==> config.mk <==
export PLATFORM = sky130hd
export DESIGN_NAME = uart_rx_oversampled
export DESIGN_NICKNAME = d
export VERILOG_FILES = /design/src/rtl/uart_pkg.sv /design/src/rtl/uart_rx_fifo.sv /design/src/rtl/uart_rx_oversampled.sv
export SDC_FILE = /design/constraint.sdc
export NUM_CORES = 1
export LEC_CHECK = 0
export ABC_CLOCK_PERIOD_IN_PS = 2800
export CAP_MARGIN = 25
export CORE_UTILIZATION = 50
export CTS_BUF_LIST = sky130_fd_sc_hd__clkbuf_16
export DETAILED_ROUTE_END_ITERATION = 6
export PLACE_DENSITY = 0.71
export SETUP_SLACK_MARGIN = 0.4
export SLEW_MARGIN = 40
export SYNTH_ARGS = -nofsm -noshare
export SYNTH_HDL_FRONTEND = slang
export SYNTH_SLANG_ARGS = --single-unit
==> constraint.sdc <==
create_clock -name clk -period 2.8 [get_ports clk]
set_input_delay 0.28 -clock clk [delete_from_list [all_inputs] [get_ports clk]]
set_output_delay 0.28 -clock clk [all_outputs]
set_load 0.03 [all_outputs]
==> src/rtl/uart_pkg.sv <==
// uart_pkg: shared states, widths and the majority voter for the UART receiver.
package uart_pkg;

    localparam int UART_DATA_W     = 8;
    localparam int UART_OVERSAMPLE = 16;

    typedef enum logic [2:0] {IDLE, START, DATA, STOP, BREAK} uart_state_e;

    function automatic logic maj3(input logic a, input logic b, input logic c);
        return (a & b) | (a & c) | (b & c);
    endfunction

endpackage

==> src/rtl/uart_rx_fifo.sv <==
// uart_rx_fifo: first-word-fall-through buffer; head reads as zero when empty.
module uart_rx_fifo #(
    parameter int DEPTH = 4,
    parameter int W     = 8
) (
    input  logic                     clk,
    input  logic                     rst,
    input  logic                     push_i,
    input  logic [W-1:0]             din_i,
    input  logic                     pop_i,
    output logic [W-1:0]             dout_o,
    output logic                     full_o,
    output logic                     empty_o,
    output logic [$clog2(DEPTH):0]   count_o
);
    localparam int AW = $clog2(DEPTH);
    localparam int CW = AW + 1;

    logic [W-1:0]  mem_q [DEPTH];
    logic [AW-1:0] wr_q, wr_d, rd_q, rd_d;
    logic [CW-1:0] count_q, count_d;
    logic          wr_en, rd_en;

    assign empty_o = count_q == '0;
    assign full_o  = count_q == CW'(DEPTH);
    assign rd_en   = pop_i && !empty_o;
    assign wr_en   = push_i && (!full_o || rd_en);
    assign wr_d    = wr_q + AW'(wr_en);
    assign rd_d    = rd_q + AW'(rd_en);
    assign count_d = count_q + CW'(wr_en) - CW'(rd_en);
    assign dout_o  = empty_o ? '0 : mem_q[rd_q];
    assign count_o = count_q;

    always_ff @(posedge clk or posedge rst) begin
        if (rst) begin
            wr_q    <= '0;
            rd_q    <= '0;
            count_q <= '0;
        end else begin
            wr_q    <= wr_d;
            rd_q    <= rd_d;
            count_q <= count_d;
        end
    end

    always_ff @(posedge clk) begin
        if (wr_en) mem_q[wr_q] <= din_i;
    end

endmodule

==> src/rtl/uart_rx_oversampled.sv <==
// uart_rx_oversampled: 16x oversampled 8N1 receiver with 3-sample majority vote,
// framing/overrun pulses and a FWFT receive buffer.
module uart_rx_oversampled
    import uart_pkg::*;
#(
    parameter int CLK_FREQ   = 100_000_000,
    parameter int BAUD_RATE  = 9600,
    parameter int OVERSAMPLE = 16,
    parameter int FIFO_DEPTH = 4
) (
    input  logic                         clk,
    input  logic                         rst,
    input  logic                         rx,
    output logic [UART_DATA_W-1:0]       rx_data,
    output logic                         rx_valid,
    input  logic                         rx_ready,
    output logic                         frame_err,
    output logic                         overrun,
    output logic [$clog2(FIFO_DEPTH):0]  fifo_count
);
    localparam int DIV = CLK_FREQ / (BAUD_RATE * OVERSAMPLE);
    localparam int DW  = (DIV > 1) ? $clog2(DIV) : 1;
    localparam int SW  = $clog2(UART_OVERSAMPLE);
    localparam int SP  = UART_OVERSAMPLE / 2 - 1;

    uart_state_e            state_q, state_d;
    logic [1:0]             sync_q;
    logic                   prev_q, prev_d;
    logic [DW-1:0]          div_q, div_d;
    logic [SW-1:0]          s_q, s_d;
    logic [2:0]             samp_q, samp_d;
    logic [UART_DATA_W-1:0] data_q, data_d;
    logic [2:0]             idx_q, idx_d;
    logic                   ferr_q, ferr_d, ovr_q, ovr_d;
    logic                   rx_s, active, tick, last, bit_v, push, full, empty;

    assign rx_s      = sync_q[1];
    assign active    = state_q inside {START, DATA, STOP};
    assign tick      = active && div_q == DW'(DIV - 1);
    assign last      = tick && s_q == SW'(UART_OVERSAMPLE - 1);
    assign bit_v     = maj3(samp_q[2], samp_q[1], samp_q[0]);
    assign ovr_d     = push && full && !rx_ready;
    assign rx_valid  = !empty;
    assign frame_err = ferr_q;
    assign overrun   = ovr_q;

    always_ff @(posedge clk or posedge rst) begin
        if (rst) begin
            state_q <= IDLE;
            sync_q  <= 2'b11;
            prev_q  <= 1'b1;
            div_q   <= '0;
            s_q     <= '0;
            samp_q  <= '0;
            data_q  <= '0;
            idx_q   <= '0;
            ferr_q  <= 1'b0;
            ovr_q   <= 1'b0;
        end else begin
            state_q <= state_d;
            sync_q  <= {sync_q[0], rx};
            prev_q  <= prev_d;
            div_q   <= div_d;
            s_q     <= s_d;
            samp_q  <= samp_d;
            data_q  <= data_d;
            idx_q   <= idx_d;
            ferr_q  <= ferr_d;
            ovr_q   <= ovr_d;
        end
    end

    always_comb begin
        state_d = state_q;
        idx_d   = idx_q;
        data_d  = data_q;
        push    = 1'b0;
        ferr_d  = 1'b0;
        // prev is held high outside IDLE so a start bit already low on the first IDLE cycle still counts
        prev_d  = (state_q == IDLE) ? rx_s : 1'b1;
        div_d   = (!active || tick) ? '0 : div_q + DW'(1);
        s_d     = !active ? '0 : s_q + SW'(tick);
        samp_d  = (tick && s_q >= SW'(SP) && s_q <= SW'(SP + 2)) ? {samp_q[1:0], rx_s} : samp_q;
        case (state_q)
            IDLE:  if (prev_q && !rx_s) state_d = START;
            START: if (last) begin
                state_d = bit_v ? IDLE : DATA;
                idx_d   = '0;
            end
            DATA:  if (last) begin
                data_d  = {bit_v, data_q[UART_DATA_W-1:1]};
                idx_d   = idx_q + 3'd1;
                state_d = (idx_q == 3'd7) ? STOP : DATA;
            end
            STOP:  if (last) begin
                push    = bit_v;
                ferr_d  = !bit_v;
                state_d = bit_v ? IDLE : BREAK;
            end
            BREAK: if (rx_s) state_d = IDLE;
            default: state_d = IDLE;
        endcase
    end

    uart_rx_fifo #(.DEPTH(FIFO_DEPTH), .W(UART_DATA_W)) u_fifo (
        .clk     (clk),
        .rst     (rst),
        .push_i  (push),
        .din_i   (data_q),
        .pop_i   (rx_ready),
        .dout_o  (rx_data),
        .full_o  (full),
        .empty_o (empty),
        .count_o (fifo_count)
    );

endmodule

Yosys cells after proc, flatten, opt, wreduce, memory -nomap -nowiden
Memory sizes are Yosys's and may differ from the RTL's.
Cells that the tools add are included.
Widths: inputs -> output; s select.

storage, ports and cells
  flip-flop bits (word level) = 43
  latch bits = 0
  memory bits (writable) = 32
  bits in read-only memories = 0
  output and inout port bits = 14
  logic and storage cells = 87
  memories kept = 1

memories
  name          depth  width  read ports  clocked after memory_dff  wr ports  line                text
  u_fifo.mem_q  4      8      1           0                         1         uart_rx_fifo.sv:19  logic [W-1:0] mem_q [DEPTH];

cells by class
  add/subtract/negate cells = 7
  $mul = 0
  divide/modulo/power cells = 0
  order comparisons = 2
  equal/unequal tests = 13
  shift operators = 0
  multiplexer cells = 22
  bitwise logic cells = 5
  reductions and logical operators = 24

operators by type and width
  operator               count
  $mux 3                 8
  $pmux 3 s5             1
  $add 10x1->10 const B  1
  $eq 10x10->1 const B   1
  $mux 10                1
  $eq 3x3->1 const B     3
  $logic_and 1x1->1      9
  $mux 1                 8
  $mux 8                 1
  $ne 2x2->1 const B     4
  $eq 3x2->1 const B     2
  $logic_not 1->1        6
  $logic_not 3->1        2
  $pmux 3 s2             1
  $reduce_and 5->1       1
  $add 2x1->2            2
  $add 4x1->4            1
  $eq 4x4->1 const B     1
  $ge 4x3->1 const B     1
  $le 4x4->1 const B     1
  $mux 4                 1
  $add 3x1->3            1
  $add 3x1->3 const B    1
  $and 1x1->1            3
  other kinds (10)       12

Depth between registers and ports, before layout
Gate-level depths: netlist (run 1).

  word-level depth = 9
  depth in mapped cells = 11
  depth with buffers taken out = 11

By module
A second synthesis (run 1) with hierarchy kept.

second synthesis, totals
  cells, all modules = 231
  area, all modules = 3285.7 µm²

by module, submodules not included
  module               instances  cells each  area each (µm²)
  uart_rx_oversampled  1          149         1705.4
  uart_rx_fifo         1          82          1580.3

Worst setup path before layout (run 1)
OpenSTA, ideal clock, no wires.

  kind = reg2reg
  start point = register div_q[0]
  end point = memory u_fifo.mem_q[1][0] (enable)
  library setup time = 0.385 ns
  arrival time = 2.382 ns
  required time = 2.415 ns
  path slack = 0.033 ns
  stages on the path, launching flop included = 7
  buffers on the path = 0
  path through = dfrtp_1 > inv_1 > ha_1 > or4bb_1 > nor4_1 > nand3_1 > nor3b_1

on the way
  longest elaborated chain between the ends = 8

ends and longest elaborated chain
  item                          line                       text
  from (decl)                   uart_rx_oversampled.sv:29  logic [DW-1:0] div_q, div_d;
  from (signal assigned)        uart_rx_oversampled.sv:63  div_q <= div_d;
  $eq 10x10->1                  uart_rx_oversampled.sv:39  assign tick = active && div_q == DW'(DIV - 1);
  $logic_and 1x1->1             uart_rx_oversampled.sv:39
  $logic_and 1x1->1             uart_rx_oversampled.sv:40  assign last = tick && s_q == SW'(UART_OVERSAMPLE - 1);
  $mux 1                        uart_rx_oversampled.sv:95  STOP: if (last) begin
  $mux 1                        uart_rx_oversampled.sv:84  case (state_q)
  $logic_and 1x1->1             uart_rx_fifo.sv:27         assign wr_en = push_i && (!full_o || rd_en);
  $mux 1                        uart_rx_fifo.sv:47         if (wr_en) mem_q[wr_q] <= din_i;
  $mux 1 (not written as such)  uart_rx_fifo.sv:47
  to (decl)                     uart_rx_fifo.sv:19

Every way passes these cells.

Worst setup path after layout (run 1)
  start point = register div_q[0]
  end point = register u_fifo.count_q[2], in the netlist u_fifo.count_o[2]

on the way
  longest elaborated chain between the ends = 8

ends and longest elaborated chain
  item                         line                       text
  $eq 10x10->1                 uart_rx_oversampled.sv:39
  $logic_and 1x1->1            uart_rx_oversampled.sv:39
  $logic_and 1x1->1            uart_rx_oversampled.sv:40
  $mux 1                       uart_rx_oversampled.sv:95
  $mux 1                       uart_rx_oversampled.sv:84
  $logic_and 1x1->1            uart_rx_fifo.sv:27
  $add 3x1->3                  uart_rx_fifo.sv:30         assign count_d = count_q + CW'(wr_en) - CW'(rd_en);
  $sub 3x1->3                  uart_rx_fifo.sv:30
  named net u_fifo.count_d[2]  uart_rx_fifo.sv:21         logic [CW-1:0] count_q, count_d;
  to (signal assigned)         uart_rx_fifo.sv:42         count_q <= count_d;
  to (decl)                    uart_rx_fifo.sv:21

The timed path passes the listed nets, and every way through them passes these cells.
A chain may end at the register's enable or synchronous reset.

==> results of run 1 <==
==> cell type report <==
class / count / area, um^2 / share of cell area
Sequential cell: 75 / 2041 / 0.5163
Clock inverter: 7 / 93.84 / 0.02374
Tap cell: 75 / 93.84 / 0.02374
Multi-Input combinational cell: 132 / 1177 / 0.2979
Inverter: 9 / 33.78 / 0.008547
Timing Repair Buffer: 33 / 287.8 / 0.07281
Clock buffer: 9 / 225.2 / 0.05698
==> repair_timing <==
action,in CTS,in global routing
endpoints found under the setup margin,24,39
buffers inserted,4,5
pin swaps,3,2
resized for setup,7,5
hold endpoints to repair,0,0
==> worst register-to-register path: cells and delay by family (launching register included) <==
kind	cells	cell delay, ns
simple gates	3	0.84
xor+xnor	2	0.31
fa+ha+maj	3	0.64
flops	1	0.38
buf+inv	3	0.20
==> layout by cell type (no fill, tap or decap), types with 2 or more instances in the layout <==
| cell type | instances |
|---|---|
| nor3b_1 | 2 |
| nor2_1 | 18 |
| dfrtp_1 | 40 |
| ha_1 | 9 |
| nor3_1 | 8 |
| nand2_1 | 8 |
| bufinv_16 | 2 |
| clkbuf_16 | 9 |
| nand3_1 | 4 |
| edfxtp_1 | 32 |
| dlygate4sd2_1 | 6 |
| dlymetal6s2s_1 | 2 |
| nor3b_2 | 2 |
| inv_1 | 7 |
| a21o_1 | 3 |
| clkinv_4 | 2 |
| dfstp_2 | 3 |
| xor2_1 | 5 |
| nand2b_1 | 2 |
| a32o_1 | 2 |
| buf_4 | 16 |
| nor3_2 | 2 |
| nor2b_1 | 11 |
| mux4_2 | 8 |
| nor4_1 | 3 |
| clkdlybuf4s50_1 | 9 |
| xnor2_1 | 8 |
| and2_1 | 3 |
| inv_2 | 2 |
| mux2_2 | 12 |
==> per-layer routing <==
layer	global-route usage	vias up	wire length, um
met1	0.2067	882	2401
met2	0.2967	24	2606
li1	-	883	-
met4	0.08421	0	57
met3	0.04333	6	141
met5	0	-	0
==> synth_stat cells, types with 3 or more instances <==
cell type   n  area (um^2)
nor2b_1    11        68.82
ha_1       10        125.1
nand3_1     5        25.02
nor3b_1     4        30.03
dfstp_2     3        78.83
dfrtp_1    40         1001
edfxtp_1   32        960.9
mux2_2     12        135.1
nor3_1     10        50.05
and2_1      3        18.77
xnor2_1     9        78.83
mux4_2      8        180.2
nor2_1     18        67.56
nand2_1     8        30.03
xor2_1      5        43.79
inv_1       9        33.78
nor4_1      4        25.02
a21o_1      3        22.52
==> registers in the layout, indices dropped and copies added (netlist names) <==
register / cells
overrun: 1
u_fifo.rd_q: 2
frame_err: 1
data_q: 8
u_fifo.count_o: 3
samp_q: 3
sync_q: 2
s_q: 4
state_q: 3
idx_q: 3
u_fifo.wr_q: 2
prev_q: 1
u_fifo.mem_q: 32
div_q: 10
==> cell families (layout without fill, tap and decap cells) <==
kind of cell | count (synthesis) | after routing | synth area share
adder cells (fa/ha/maj) | 12 | 12 | 0.04851
XOR/XNOR | 14 | 14 | 0.03834
flip-flops | 75 | 75 | 0.6381
AND/OR/NAND/NOR | 77 | 77 | 0.1401
AO/OA/AOI/OAI | 9 | 9 | 0.02191
buffers and inverters | 12 | 58 | 0.01447
multiplexers | 20 | 20 | 0.09859
==> how the worst min path moves through the flow <==
stage / startpoint / end / slack, ns / depth (start not counted)
floorplan: rx / sync_q[0]$_DFF_PP1_ / 0.28 / 0
global placement: sync_q[0]$_DFF_PP1_ / sync_q[1]$_DFF_PP1_ / 0.35 / 0
detailed placement: sync_q[0]$_DFF_PP1_ / sync_q[1]$_DFF_PP1_ / 0.35 / 0
global route: rst / u_fifo.count_o[0]$_DFF_PP0_ / 0.29 / 2
CTS: rst / data_q[1]$_DFFE_PP0P_ / 0.26 / 2
finish: rst / data_q[1]$_DFFE_PP0P_ / 0.25 / 2
==> power breakdown <==
| group | internal (mW) | leakage (nW) | switching, mW |
|---|---|---|---|
| logic | 0.275 | 0.745 | 0.278 |
| clock network | 0.777 | 0.157 | 0.425 |
| registers | 1.23 | 0.933 | 0.127 |
| total | 2.29 | 1.83 | 0.829 |
==> per-stage QoR <==
stage	hold WS (ns)	total power, mW	utilization
after floorplan	0.2845	1.719	-
after global placement	0.3462	1.866	0.5855
after detailed placement	0.3484	1.882	0.5855
after CTS	0.2633	3.116	0.6431
after global routing	0.2866	3.262	0.6521
final	0.2510	3.115	0.6521
==> reports/qor.yml, run 1 <==
critical_path:
  rr_endpoint: "u_fifo.count_o[2]$_DFF_PP0_"
  slowest_stage: "or4bb_4"
  cp_cell_sequence: "inv_1, ha_1, or4bb_4, nor4_4, nand3_2, inv_2, ha_4, inv_2, fa_2, xnor2_2, xnor2_1"
  cpMostUsedCell: "inv_2"
  cp-endpoint: "u_fifo.count_o[2]$_DFF_PP0_"
  worst-setup-path-type: "reg2reg"
  r2r_setup_slack_ns: 0.33
  end_kind: "flop"
  reg2reg_from: "div_q[0]$_DFF_PP0_"
  required_ns: 3.01
  worst-path-stages: 11
  cp_slowest_stage_delay_ns: 0.49
  cp_top_family: "simple AND/OR/NAND/NOR gates"
  path_buf_inv: 3
  crit_start: "div_q[0]$_DFF_PP0_"
  crit_arrival_ns: 2.68
  cp_max_fo: 3
  worst_r2r_path_depth: 11
  startpoint_type: "flop"
run_status:
  outcome: "finished clean"
placement:
  place_inst: 315
  place_hpwl_mm: 3.509
  dp_slack_ns: 0.1481
  globalplace.congestion: 0.7731
  place_area_um2: 3548
  io_buffers: 17
sta:
  fin_setup_tns_ns: 0
  finalMaxSlewViolations: 0
  fin_crit_sh: 0.8806
  worst_slack_ns: 0.3342
  skew_ns: 0.007548
  setup_viol: 0
  worstMarginPinSlew_ns: 0.5701
  finalCriticalPeriod_ns: 2.466
  slew_headroom: 0.6176
  finalHoldViolCount: 0
  rsz0062_at_grt: "true"
  clock.fmax_ghz: 0.4056
die:
  dieArea_um2: 6720
  core_um2: 6061
  rows: 28
  initial_utilization: 0.5277
  die_w_um: 81.98
  pin_count: 18
  die_h_um: 81.98
drt:
  drt-pass1-iter-count: 4
  ant_nets: 0
  drc: 0
  drt_iter0_drc: 105
  wl_per_cell_um: 15.31
  dr_total_vias: 1795
  vias_per_cell: 5.279
  wirelength_mm: 5.205
logic_synthesis:
  ys_seq_area_frac: 0.6381
  synth_ff_type: "dfrtp_1"
  async_flop_share: 0.5733
  avgSynthCellArea_um2: 14.60
  yosys_warnings: 0
  synthesis.nets: 234
  synth_area_um2: 3198
  netlist-cell-type-count: 40
  synth-edff-count: 32
  synthCells: 219
  synth-seq-cells: 75
cells_and_area:
  antennaDiodeCount: 0
  final_cell_area_um2: 3953
  stdcell_count: 340
  finalNetCount: 275
  fill_cells: 433
  area_growth_syn_to_layout_pct: 23.59
  drive_gt1_frac: 0.2642
global_route:
  grt_use_total: 0.1747
  grt_max_degree: 29
  grt_pass1_vias: 1749
  antenna_found_initial: 0
  grt_remaining_overflow: 0
  grt_first_pass_wirelength_mm: 8.342
clocking:
  clk_latency_ns: 0.32
  cts_sinks: 75
  cts_buffers: 9
  clockBufferDepth: 2
  clk_root_buffer_cell: "clkbuf_16"
  cts_htree_levels: 3
  clkSlewWorstSetupHoldPaths_ns: 0.06
  ctsHoldBuffers: 0
  cts_tree: "built"
power:
  power_leakage_nw: 1.835
  ir_worst_vdd_v: 0.0006084
  p_per_area_nw_per_um2: 788.0
run:
  cap_viol_max_count: 0
min_path:
  hold_class: "in2async"
(Power assumes the default switching activity.)
==> run 2: changes to the inputs <==
ABC_AREA = 1   (was not set)
==> reports/qor.yml, run 2 <==
die:
  die_h_um: 82.97  # was 81.98 um
  dieArea_um2: 6884  # was 6720 um^2
  core_um2: 6350  # was 6061 um^2
  rows: 29  # was 28
  pin_count: 18  # unchanged
  initial_utilization: 0.5163  # was 0.5277
  die_w_um: 82.97  # was 81.98 um
sta:
  finalCriticalPeriod_ns: 2.298  # was 2.466 ns
  fin_setup_tns_ns: 0  # unchanged
  fin_crit_sh: 0.8207  # was 0.8806
  rsz0062_at_grt: "false"  # was true
  worstMarginPinSlew_ns: 0.6078  # was 0.5701 ns
  fin_hold_ws_ns: 0.2198  # was 0.2510 ns
  clock.fmax_ghz: 0.4352  # was 0.4056 GHz
  finalHoldViolCount: 0  # unchanged
  finalMaxSlewViolations: 0  # unchanged
  slew_headroom: 0.5933  # was 0.6176
  setup_viol: 0  # unchanged
  skew_ns: 0.004867  # was 0.007548 ns
logic_synthesis:
  yosysTopAreaCell: "dfrtp_1"  # unchanged
  synthCells: 325  # was 219
  ys_seq_area_frac: 0.6225  # was 0.6381
  yosys-top-cells-area: "dfrtp_1, edfxtp_1, nor2_1"  # was dfrtp_1, edfxtp_1, mux4_2
  yosys_warnings: 0  # unchanged
  synth-edff-count: 32  # unchanged
  muxShareOfSynthArea: 0  # was 0.09859
  synth_common_cells: "nor2_1, nand2_1, dfrtp_1, edfxtp_1, inv_1"  # was dfrtp_1, edfxtp_1, nor2_1, mux2_2, nor2b_1
  synth_xor_area_frac: 0.01603  # was 0.03834
  yosysMostFrequentCell: "nor2_1"  # was dfrtp_1
  synth_area_um2: 3278  # was 3198 um^2
  synthesis.nets: 340  # was 234
  synth_ff_type: "dfrtp_1"  # unchanged
  synth-compound-area-share: 0.07405  # was 0.02191
  synthAdderAreaFrac: 0.04427  # was 0.04851
  synthSimpleGateAreaFrac: 0.1931  # was 0.1401
  synth-seq-cells: 75  # unchanged
  netlist-cell-type-count: 28  # was 40
  synth_top_family_by_area: "simple AND/OR/NAND/NOR gates"  # unchanged
  synth_top_cell_area_share: 0.3053  # was 0.3130
  avgSynthCellArea_um2: 10.09  # was 14.60 um^2
  async_flop_share: 0.5733  # unchanged
clocking:
  clockBufferDepth: 2  # unchanged
  clk_root_buffer_cell: "clkbuf_16"  # unchanged
  cts_tree: "built"  # unchanged
  cts_buffers: 9  # unchanged
  cts_sinks: 75  # unchanged
  clk_latency_ns: 0.33  # was 0.32 ns
  cts_htree_levels: 3  # unchanged
  ctsHoldBuffers: 0  # unchanged
  clkSlewWorstSetupHoldPaths_ns: 0.06  # about the same
run:
  cap_viol_max_count: 0  # unchanged
critical_path:
  reg2reg_from: "div_q[0]$_DFF_PP0_"  # unchanged
  crit_start: "u_fifo.rd_q[0]$_DFF_PP0_"  # was div_q[0]$_DFF_PP0_
  startpoint_type: "flop"  # unchanged
  required_ns: 2.52  # was 3.01 ns
  worst-setup-path-type: "reg2out"  # was reg2reg
  crit_arrival_ns: 2.02  # was 2.68 ns
  cp_max_fo: 18  # was 3
  end_kind: "output port"  # was flop
  r2r_setup_slack_ns: 0.57  # was 0.33 ns
  worst_r2r_path_depth: 12  # was 11
  rr_endpoint: "u_fifo.count_o[2]$_DFF_PP0_"  # unchanged
global_route:
  antenna_found_initial: 0  # unchanged
  grt_pass1_vias: 2207  # was 1749
  grt_max_degree: 31  # was 29
  grt_first_pass_wirelength_mm: 10.45  # was 8.342 mm
  grt_remaining_overflow: 0  # unchanged
  grt_use_total: 0.1954  # was 0.1747
cells_and_area:
  final_cell_mix: "nor2_1, nand2_1, dfrtp_1"  # was dfrtp_1, edfxtp_1, nor2_1
  mostFrequentLayoutCell: "nor2_1"  # was dfrtp_1
  area_growth_syn_to_layout_pct: 18.21  # was 23.59%
  top_regs: "u_fifo.mem_q: 32 flops, div_q: 10 flops, data_q: 8 flops"  # unchanged
  drive_gt1_frac: 0.1000  # was 0.2642
  fill_cells: 485  # was 433
  multi_input_area_um2: 1079  # was 1177 um^2
  finalNetCount: 370  # was 275
  seq_area_um2: 2047  # was 2041 um^2
  top_register: "u_fifo.mem_q"  # unchanged
  antennaDiodeCount: 0  # unchanged
  largest_reg_flops: 32  # unchanged
  final_core_util: 0.6102  # was 0.6521
power:
  power_frac_clock: 0.303  # was 0.386
  p_comb_frac: 0.309  # was 0.177
  swShare: 0.3543  # was 0.2662
  pwr-share-seq: 0.387  # was 0.437
  ir_worst_vdd_v: 0.0005975  # was 0.0006084 V
  internal-power_mw: 2.332  # was 2.285 mW
  power.switching_mw: 1.279  # was 0.8292 mW
  power_leakage_nw: 1.817  # was 1.835 nW
  p_per_area_nw_per_um2: 931.9  # was 788.0 nW/um^2
drt:
  ant_nets: 0  # unchanged
  wl_per_cell_um: 13.90  # was 15.31 um
  drc: 0  # unchanged
  vias_per_cell: 5.172  # was 5.279
  drt-pass1-iter-count: 4  # unchanged
  drt_iter0_drc: 180  # was 105
  wirelength_mm: 6.074  # was 5.205 mm
  dr_total_vias: 2260  # was 1795
run_status:
  outcome: "finished clean"  # unchanged
min_path:
  hold_class: "in2async"  # unchanged
placement:
  globalplace.congestion: 0.7983  # was 0.7731
  place_hpwl_mm: 4.109  # was 3.509 mm
  io_buffers: 17  # unchanged
## run 2: cell types whose count changed in the layout (fill, tap and decap cells not counted), sizes merged, moves of 13 or more
cell and change:
nand2 +43, nor2 +40, o21ai +28, inv +27, a21oi +14, nand3 +13
## run 2: how the worst max path moves through the flow
stage	end	cells past startpoint
final	rx_data[4]	4
after global routing	rx_data[4]	4
after CTS	rx_data[7]	4
after detailed placement	u_fifo.count_o[2]$_DFF_PP0_	12
after global placement	u_fifo.count_o[1]$_DFF_PP0_	12
after floorplan	u_fifo.count_o[2]$_DFF_PP0_	13
## run 2: worst max-delay path: stages, from the launching register on
cell and delay (ns):
dfrtp_4 0.57, inv_4 0.16, o21ai_0 0.11, a21oi_1 0.15, clkdlybuf4s50_1 0.68
## run 2: power groups by stage
stage / clock network (mW) / registers, mW / logic [mW]
2_1_floorplan: 0 / 1.37 / 0.797
3_5_place_dp: 0 / 1.41 / 1.16
3_3_place_gp: 0 / 1.40 / 1.13
4_1_cts: 1.12 / 1.39 / 1.13
6_report: 1.10 / 1.40 / 1.12
5_1_grt: 1.16 / 1.42 / 1.26
## run 2: through the flow
stage | setup slack (ns) | power (mW) | cell area, um^2 | cells
final | 0.5022 | 3.611 | 3875 | 437
after global routing | 0.4026 | 3.843 | 3875 | 437
after CTS | 0.4139 | 3.649 | 3856 | 437
after detailed placement | 0.3751 | 2.566 | 3557 | 419
after global placement | 0.4585 | 2.534 | 3557 | 419
after floorplan | 0.5748 | 2.170 | 3278 | 325
## run 2: kinds of logic after synthesis
logic type	after synthesis
buf+inv	41
simple gates	145
flops	75
compound gates	47
fa+ha+maj	11
xor+xnor	6
## run 2: what timing repair did
action | 4_1_cts | 5_1_grt
gates cloned | 0 | 0
pin swaps | 1 | 0
setup endpoints to repair | 10 | 14
resized for setup | 6 | 9
setup buffers | 2 | 0
## run 2: layout make-up
cell class	count	share of cell area
flip-flops and latches	75	0.5283
well taps	77	0.02486
repair buffers	25	0.06006
clock inverters	7	0.01582
clock buffers	9	0.05812
multi-input cells	209	0.2783
inverters	35	0.03455
## run 2: metal layers
metal  wire (um)  part of all wire  vias up  track usage
met5           0                 0        -            0
met4         113             0.019        0      0.09875
met1        2754              0.45     1061       0.2580
met2        3042              0.50       41       0.3092
met3         163             0.027       12      0.03877
li1            -                 -     1146            -
==> run 3: changes to the inputs <==
ABC_CLOCK_PERIOD_IN_PS = 2200   (was 2800)
PLACE_DENSITY = 0.69   (was 0.71)
clock period = 2.2 ns   (was 2.8 ns; I/O delays follow)
==> reports/qor.yml, run 3 (synthesis gave the netlist of run 2 again) <==
run_status:
  outcome: "finished clean"  # unchanged
global_route:
  use_met1: 0.2631  # was 0.2580
  grt_pass1_vias: 2401  # was 2207
  met3_usage: 0.03579  # was 0.03877
  met2_usage: 0.3286  # was 0.3092
  grt_max_degree: 26  # was 31
  grt_busiest_layer: "met2"  # unchanged
  grt_remaining_overflow: 0  # unchanged
  antenna_found_initial: 0  # unchanged
  grt_first_pass_wirelength_mm: 11.00  # was 10.45 mm
  grt_use_total: 0.2022  # was 0.1954
sta:
  finalHoldViolCount: 0  # unchanged
  worstMarginPinSlew_ns: 0.4402  # was 0.6078 ns
  skew_ns: 0.005533  # was 0.004867 ns
  fin_crit_sh: 0.9295
  worst_slack_ns: 0.1552  # was 0.5022 ns
  fin_setup_tns_ns: 0  # unchanged
  finalMaxSlewViolations: 0  # unchanged
  slew_headroom: 0.7055  # was 0.5933
  setup_viol: 0  # unchanged
  finalCriticalPeriod_ns: 2.045
  rsz0062_at_grt: "true"  # was false
  fin_hold_ws_ns: 0.2050  # was 0.2198 ns
  clock.fmax_ghz: 0.4890
cells_and_area:
  drive_gt1_frac: 0.2111  # was 0.1000
  finalNetCount: 389  # was 370
  top_register: "u_fifo.mem_q"  # unchanged
  largest_reg_flops: 32  # unchanged
  multi_input_area_um2: 1172  # was 1079 um^2
  final_core_util: 0.6530  # was 0.6102
  mostFrequentLayoutCell: "nor2_1"  # unchanged
  area_growth_syn_to_layout_pct: 26.49  # was 18.21%
  stdcell_count: 456  # was 437
  seq_area_um2: 2042  # was 2047 um^2
  fill_cells: 492  # was 485
  top_regs: "u_fifo.mem_q: 32 flops, div_q: 10 flops, data_q: 8 flops"  # unchanged
  final_cell_area_um2: 4146  # was 3875 um^2
  antennaDiodeCount: 0  # unchanged
  final_cell_mix: "nor2_1, nand2_1, dfrtp_1"  # unchanged
drt:
  drt_iter0_drc: 87  # was 180
  dr_total_vias: 2347  # was 2260
  drc: 0  # unchanged
  drt-pass1-iter-count: 4  # unchanged
  wirelength_mm: 6.200  # was 6.074 mm
  ant_nets: 0  # unchanged
  wl_per_cell_um: 13.60  # was 13.90 um
  vias_per_cell: 5.147  # was 5.172
placement:
  place_inst: 422  # was 419
  place_area_um2: 3651  # was 3557 um^2
  io_buffers: 17  # unchanged
  place_hpwl_mm: 3.994  # was 4.109 mm
  dp_slack_ns: 0.1040  # was 0.3751 ns
  globalplace.congestion: 0.8036  # was 0.7983
die:
  pin_count: 18  # unchanged
  dieArea_um2: 6884  # unchanged
  core_um2: 6350  # unchanged
  die_w_um: 82.97  # unchanged
  rows: 29  # unchanged
  die_h_um: 82.97  # unchanged
  initial_utilization: 0.5163  # unchanged
critical_path:
  startpoint_type: "flop"  # unchanged
  end_kind: "flop"  # was output port
  crit_arrival_ns: 2.27  # was 2.02 ns
  required_ns: 2.43  # was 2.52 ns
  cp_max_fo: 3  # was 18
  worst-setup-path-type: "reg2reg"  # was reg2out
clocking:
  cts_sinks: 75  # unchanged
  cts_htree_levels: 3  # unchanged
  clockBufferDepth: 2  # unchanged
  clk_latency_ns: 0.33  # about the same
  cts_tree: "built"  # unchanged
  cts_buffers: 9  # unchanged
  clkSlewWorstSetupHoldPaths_ns: 0.06  # about the same
  clk_root_buffer_cell: "clkbuf_16"  # unchanged
power:
  power_leakage_nw: 1.912  # was 1.817 nW
  total_power_mw: 4.757  # was 3.611 mW
  ir_worst_vdd_v: 0.0008777  # was 0.0005975 V
  p_per_area_nw_per_um2: 1147  # was 931.9 nW/um^2
run:
  cap_viol_max_count: 0  # unchanged
min_path:
  hold_class: "in2async"  # unchanged
run 3: cell count changes in the layout (fill, tap and decap cells not counted), sizes merged:
cell and delta:
buf +27, clkdlybuf4s50 -3, inv -1, clkinvlp +1, dlymetal6s2s -2, dlygate4sd2 -3
run 3: worst paths after layout:
check / start / endpoint / slack (ns) / cells past startpoint
min reg2reg: sync_q[0]$_DFF_PP1_ / sync_q[1]$_DFF_PP1_ / 0.36 / 0
max: div_q[0]$_DFF_PP0_ / u_fifo.count_o[1]$_DFF_PP0_ / 0.16 / 12
min in group clk: rx / sync_q[0]$_DFF_PP1_ / 0.30 / 1
min: rst / div_q[3]$_DFF_PP0_ / 0.21 / 2
max in group asynchronous: rst / prev_q$_DFF_PP1_ / 1.45 / 3
max reg2reg: div_q[0]$_DFF_PP0_ / u_fifo.count_o[1]$_DFF_PP0_ / 0.16 / 12
run 3: final cells by class:
cell class	count	share of cell area
clock buffers	9	0.05431
clock inverters	7	0.01660
inverters	35	0.03289
multi-input cells	209	0.2827
flip-flops and latches	75	0.4925
well taps	77	0.02323
repair buffers	44	0.09777
run 3: metal layers:
metal,vias up,part of all wire
met4,0,0.019
met3,14,0.027
li1,1186,-
met1,1114,0.46
met5,-,0
met2,33,0.50
run 3: what timing repair did:
item,in CTS,in global routing
setup buffers,14,4
hold buffers,0,0
resized for setup,45,21
pin swaps,9,7
setup endpoints to repair,43,59
run 3: where the power goes:
group          switching (mW)  internal (mW)
Clock                   0.562          0.873
Combinational            1.02          0.599
Sequential              0.137           1.57
run 3: worst max-delay path, stage by stage (launching register included):
cell	delay (ns)
dfrtp_1	0.37
inv_1	0.06
ha_2	0.18
nand2_2	0.07
nor2_4	0.10
nand4_4	0.09
nor2_4	0.15
nand2_4	0.08
nor2_4	0.12
ha_4	0.14
inv_2	0.03
fa_2	0.51
inv_1	0.03
